[src/rtl/int_to_fp32.sv]
// Iterative 32-bit int (signed/unsigned) to IEEE-754 single converter; start/done handshake, one normalize shift per cycle.
// Latency 4+k cycles (k = leading zeros of magnitude), 3 for zero; start ignored while busy. Define I2F_RNE_EN for round-to-nearest-even.
module int_to_fp32 #(
    parameter int EXP_BIAS = 127
) (
    input  logic        clk,
    input  logic        reset,
    input  logic        start,
    input  logic [31:0] in_val,
    input  logic        is_signed,
    output logic [31:0] result,
    output logic        done,
    output logic        busy
);
    localparam logic [7:0] EXP_SEED = 8'(EXP_BIAS + 31);

    typedef enum logic [1:0] {
        IDLE = 2'd0,
        ABS  = 2'd1,
        NORM = 2'd2,
        PACK = 2'd3
    } state_t;

    state_t      r_state;
    state_t      w_next;
    logic        r_sign;
    logic [31:0] r_mag;
    logic [7:0]  r_exp;
    logic [31:0] r_result;
    logic        r_done;
    logic [22:0] w_frac;
    logic [7:0]  w_exp_out;
    logic [31:0] w_packed;

    always_comb begin
        w_next = r_state;
        case (r_state)
            IDLE:    if (start) w_next = ABS;
            ABS:     w_next = (r_mag == 32'd0) ? PACK : NORM;
            NORM:    if (r_mag[31]) w_next = PACK;
            PACK:    w_next = IDLE;
            default: w_next = IDLE;
        endcase
    end

`ifdef I2F_RNE_EN
    logic        w_guard;
    logic        w_sticky;
    logic        w_lsb;
    logic        w_inc;
    logic [23:0] w_frac_sum;

    assign w_guard    = r_mag[7];
    assign w_sticky   = |r_mag[6:0];
    assign w_lsb      = r_mag[8];
    assign w_inc      = w_guard & (w_sticky | w_lsb);
    // A carry out of the fraction leaves the low 23 bits at zero and bumps the exponent.
    assign w_frac_sum = {1'b0, r_mag[30:8]} + {23'd0, w_inc};
    assign w_frac     = w_frac_sum[22:0];
    assign w_exp_out  = r_exp + {7'd0, w_frac_sum[23]};
`else
    assign w_frac     = r_mag[30:8];
    assign w_exp_out  = r_exp;
`endif

    assign w_packed = (r_mag == 32'd0) ? 32'd0 : {r_sign, w_exp_out, w_frac};

    always_ff @(posedge clk) begin
        if (reset) begin
            r_state  <= IDLE;
            r_sign   <= 1'b0;
            r_mag    <= 32'd0;
            r_exp    <= 8'd0;
            r_result <= 32'd0;
            r_done   <= 1'b0;
        end else begin
            r_state <= w_next;
            r_done  <= (r_state == PACK);
            case (r_state)
                IDLE: begin
                    // Raw operand parks in mag/sign until ABS resolves the signedness.
                    if (start) begin
                        r_mag  <= in_val;
                        r_sign <= is_signed;
                    end
                end
                ABS: begin
                    if (r_sign && r_mag[31]) r_mag <= -r_mag;
                    r_sign <= r_sign & r_mag[31];
                    r_exp  <= EXP_SEED;
                end
                NORM: begin
                    if (!r_mag[31]) begin
                        r_mag <= r_mag << 1;
                        r_exp <= r_exp - 8'd1;
                    end
                end
                PACK:    r_result <= w_packed;
                default: ;
            endcase
        end
    end

    assign result = r_result;
    assign done   = r_done;
    assign busy   = (r_state != IDLE);

endmodule

[config.mk]
export PLATFORM = sky130hd
export DESIGN_NAME = int_to_fp32
export DESIGN_NICKNAME = d
export VERILOG_FILES = /design/src/rtl/int_to_fp32.sv
export SDC_FILE = /design/constraint.sdc
export NUM_CORES = 1
export LEC_CHECK = 0
export CORE_ASPECT_RATIO = 1.1
export CORE_MARGIN = 2
export CORE_UTILIZATION = 54
export DETAILED_ROUTE_END_ITERATION = 8
export MAX_ROUTING_LAYER = met4
export PLACE_DENSITY = 0.81
export SLEW_MARGIN = 20
export SYNTH_ARGS = -nofsm -noshare
export SYNTH_HDL_FRONTEND = slang
export SYNTH_SLANG_ARGS = --single-unit
[constraint.sdc]
create_clock -name clk -period 2.9 [get_ports clk]
set_input_delay 0.435 -clock clk [delete_from_list [all_inputs] [get_ports clk]]
set_output_delay 0.435 -clock clk [all_outputs]
set_load 0.01 [all_outputs]
Word-level counts from Yosys, hierarchy flattened
Cells that the tools add are included.
{"block": "word_totals", "ff_bits": 76, "input_bits": 36}
{"block": "op_classes", "n_mux": 13, "add_sub_neg": 2, "n_eq_ne": 7, "bitwise": 1, "n_reduce_logical": 12}
{"op": "32-bit two-way mux", "n": 4}
{"op": "32-bit one-hot mux with 3 select lines", "n": 1}
{"op": "32-bit logical NOT", "n": 1}
{"op": "32-bit negator", "n": 1}
{"op": "8-bit one-hot mux with 2 select lines", "n": 1}
{"op": "8-bit two-way mux", "n": 1}
{"op": "2-bit inequality test (second input constant)", "n": 4}
{"op": "2-bit one-hot mux with 4 select lines", "n": 1}
{"op": "8-bit by 1-bit subtractor with 8-bit output (second input constant)", "n": 1}
{"op": "2-bit AND reduction", "n": 3}
{"op": "2-bit nonzero test", "n": 3}
{"op": "2-bit == test (second input constant)", "n": 2}
{"op": "2-bit two-way mux", "n": 2}
{"op": "4-bit AND reduction", "n": 1}
{"op": "3-bit AND reduction", "n": 1}
{"op": "3-bit nonzero test", "n": 1}
{"op": "2-bit by 1-bit == test with 1-bit output (second input constant)", "n": 1}
{"op": "2-bit logical NOT", "n": 1}
{"op": "1-bit two-way mux", "n": 2}
{"op": "1-bit one-hot mux with 2 select lines", "n": 1}
{"op": "1-bit AND", "n": 1}
{"op": "1-bit logical AND", "n": 1}

Depth between registers and ports, before layout
{"block": "logic_depth", "ltp_word": 3, "ltp_mapped": 10}

Worst setup path before layout
OpenSTA, ideal clock, no wires.
{"block": "synth_timing", "path_kind": "flip-flop to flip-flop", "startpoint": "reg r_mag[1]", "endpoint": "reg r_mag[24]", "arrival_ns": 2.546, "slack_ns": 0.223, "setup_time_ns": 0.131, "path_buffers": 1, "stages_incl_launch_ff": 9, "t_required_ns": 2.769, "cell_sequence": "dfxtp_1 -> inv_1 -> ha_1 -> or4b_2 -> or4_1 -> clkbuf_1 -> or3_1 -> a211oi_1 -> a21oi_1"}
{"block": "synth_between", "elab_chain_len": 3}
{"item": "start, declared", "line": "27", "text": "logic [31:0] r_mag;"}
{"item": "start signal, assigned", "line": "83", "text": "r_mag <= in_val;"}
{"item": "start signal, assigned", "line": "88", "text": "if (r_sign && r_mag[31]) r_mag <= -r_mag;"}
{"item": "start signal, assigned", "line": "94", "text": "r_mag <= r_mag << 1;"}
{"item": "32-bit negator", "line": "88"}
{"item": "32-bit two-way mux", "line": "88"}
{"item": "32-bit one-hot mux with 3 select lines", "line": "79", "text": "case (r_state)"}
Every way passes these cells. The select of a mux whose other input is x is not followed.
A chain may end at the register's enable or synchronous reset.

Final worst setup path
{"block": "layout_timing", "startpoint": "reg r_mag[1]", "endpoint": "reg r_mag[14]"}
Same word-level chain as after synthesis.

==> reports/results.txt <==
Top-Level Pins = 70
initial antenna violation count = 0
CTS Sinks = 76
crit path kind = reg2reg
Hold Vio Cnt, Final = 0
Post-CTS Setup Bufs = 0
Num CTS Buffers = 9
Routed WL = 11.44 mm
std cell rows = 33
Cells after DPL = 693
Hold WC Path Type = reg2reg
die height = 96.87 microns
Antenna Nets Post-Route = 0
Total GRT Usage = 0.2771
fmax = 357.9 MHz
Crit path depth = 8
core area = 7515 sq um
Critical Path, Cell by Cell = inv_1 -> ha_1 -> or4b_2 -> buf_4 -> or4_1 -> nor3_1 -> a21oi_1 -> o32ai_1
Synth Warn # = 0
die area = 8566 sq um
Initial Util = 0.5634
vias per inst = 6.103
delay-heaviest family, CP = simple AND/OR/NAND/NOR gates
nets@finish = 641
Net Sw Frac = 0.4923
slew margin rel. = 0.5167
Post-synth ARST share = 0
Final Max Tran Viols = 0
Post-Syn Nets = 592
WP data required = 3.15 ns
post-synth cell types = 59
Setup TNS = 0 ns
Worst-Margin Slew = 0.7249 ns
RSZ-0062 raised after global routing = false
P_sw = 2.873 mW
post-layout min period = 2.794 ns
Clock transition at path regs = 0.09 ns
vias in the first global route = 4059
Power Dens Cells = 1129 nW/um^2
GRT Residual Overflow = 0
Post-synth EDFFs = 0
logic gate share of total power = 0.566
Mapped Avg Cell Area = 7.698 sq um
worst reg2reg path endpoint = r_mag[14]
HPWL Detailed = 7.756 mm
die width = 88.43 microns
leakage = 1.772 nW
cell-internal power = 2.962 mW
largest net degree at the start of global routing = 72
first-pass GRT wire length = 18.90 mm
Peak VDD IR = 0.0006456 V
Non-Filler Instances = 709
Yosys reg bits = 76
CP endpoint = r_mag[14]
final instance area = 5167 sq um
clk_lat worst skew = 0.36 ns
Max Fanout on Critical Path = 6
P&R area growth vs syn = 22.05%
Setup Skew = 0.009980 ns
Iter 0 DRT Violations = 294
placed cell area = 4982 sq um
CTS tree = done
Synth Instances = 550
Avg WL per Cell = 16.14 microns
CTS Buffer Depth = 2
ratio of cells with drive above 1 in the final layout = 0.07450
via count = 4327
Hold Startpoint = result[27]
internal reg-to-reg setup slack = 0.11 ns
Max-Cap Viols = 0
nature of the critical path endpoint = register
synthesized area = 4234 sq um
clock power share = 0.132
H-tree depth = 3
WP data arrival = 3.05 ns
top cells by area, synth = dfxtp_1 (36%), mux2i_1 (6.6%), nor2_1 (6.0%)
top-count cell post-synth = dfxtp_1
sequential area share after synthesis = 0.3593
critical path buffer and inverter count = 2
startpoint types = register
worst r2r path cells = 8
synth cell count leaders = dfxtp_1 (76), nor2_1 (68), a21oi_1 (50)
Setup violations, final = 0
I/O Buffers = 69
Root Driver = clkbuf_8
final worst path period share = 0.9636
Top FF cell, synth = dfxtp_1
R2R Path Start = r_mag[1]
outcome = finished, final reports clean
diode count = 0
Worst path max stage delay = 0.64 ns
Worst setup startpoint = r_mag[1]
cts hold-fix bufs = 0
cell taking the most area after synthesis = dfxtp_1
post-synth top area share = 0.3593
placer congestion estimate = 0.8968
Reg power frac = 0.302
drt first pass iters = 6
Crit-path slowest cell = or4b_2
Remaining DRCs = 0
layout make-up:
class	count	area, sq um
Tap cell	105	131.4
Fill cell	645	2347
Multi-Input combinational cell	405	2441
Inverter	21	78.83
Timing Repair Buffer	86	813.3
Clock buffer	9	123.9
Clock inverter	7	57.56
Sequential cell	76	1521
what timing repair did:
item,CTS,global route
setup endpoints to repair,0,4
hold endpoints to repair,0,0
resized for setup,0,1
through the flow:
stage	utilization	power (mW)	hold slack [ns]	setup WS (ns)
2_1_floorplan	-	4.094	0.4624	0.2232
3_3_place_gp	0.6630	4.882	0.4413	0.1932
3_5_place_dp	0.6630	4.989	0.4540	0.1423
4_1_cts	0.6871	5.761	0.4660	0.1103
5_1_grt	0.6876	6.253	0.4916	0.01516
6_report	0.6876	5.835	0.4626	0.1056
layer usage:
metal | global-route usage | part of all wire | vias up
met3 | 0.04010 | 0.057 | 27
met2 | 0.4367 | 0.49 | 173
li1 | - | - | 2091
met5 | - | 0 | -
met1 | 0.3514 | 0.43 | 2036
met4 | 0.1166 | 0.022 | 0
worst register-to-register path, cell delays in order, from the launching register on:
cell     delay (ns)
dfxtp_1        0.35
inv_1          0.08
ha_1           0.24
or4b_2         0.64
buf_4          0.18
or4_1          0.52
nor3_1         0.27
a21oi_1        0.12
o32ai_1        0.30
placed cells by master, fill, tap and decap left out, types with 16 or more instances in the layout:
cell	n
a21oi_1	50
buf_4	17
clkdlybuf4s50_1	68
dfxtp_1	76
inv_1	20
mux2i_1	28
nand2_1	47
nand3_1	25
nor2_1	68
nor4_1	16
o21ai_0	29
registers in the layout, indices dropped and copies added (netlist names):
name     cells
r_mag       32
result      32
r_exp        8
r_state      2
done         1
r_sign       1
logic make-up (layout without fill, tap and decap cells):
family	after synthesis	count (layout)	share of synthesized area
AO/OA/AOI/OAI	148	148	0.2281
multiplexers	29	29	0.06885
adder cells (fa/ha/maj)	6	6	0.01773
AND/OR/NAND/NOR	218	218	0.2527
XOR/XNOR	4	4	0.008276
buffers and inverters	69	123	0.06501
flip-flops	76	76	0.3593
worst min path at each step:
stage	endpoint	slack (ns)	cells after the start
6_report	result[27]	0.46	2
5_1_grt	result[27]	0.49	2
3_5_place_dp	result[27]	0.45	2
4_1_cts	result[27]	0.47	2
3_3_place_gp	result[29]	0.44	2
2_1_floorplan	r_mag[1]	0.46	2
power by group through the flow:
stage / Combinational, mW / Clock [mW] / Sequential (mW)
after floorplan: 2.48 / 0 / 1.62
after global placement: 3.14 / 0 / 1.74
after detailed placement: 3.23 / 0 / 1.76
after CTS: 3.25 / 0.773 / 1.74
after global routing: 3.62 / 0.819 / 1.81
final: 3.30 / 0.769 / 1.76
Power figures use the tool's default switching activity.
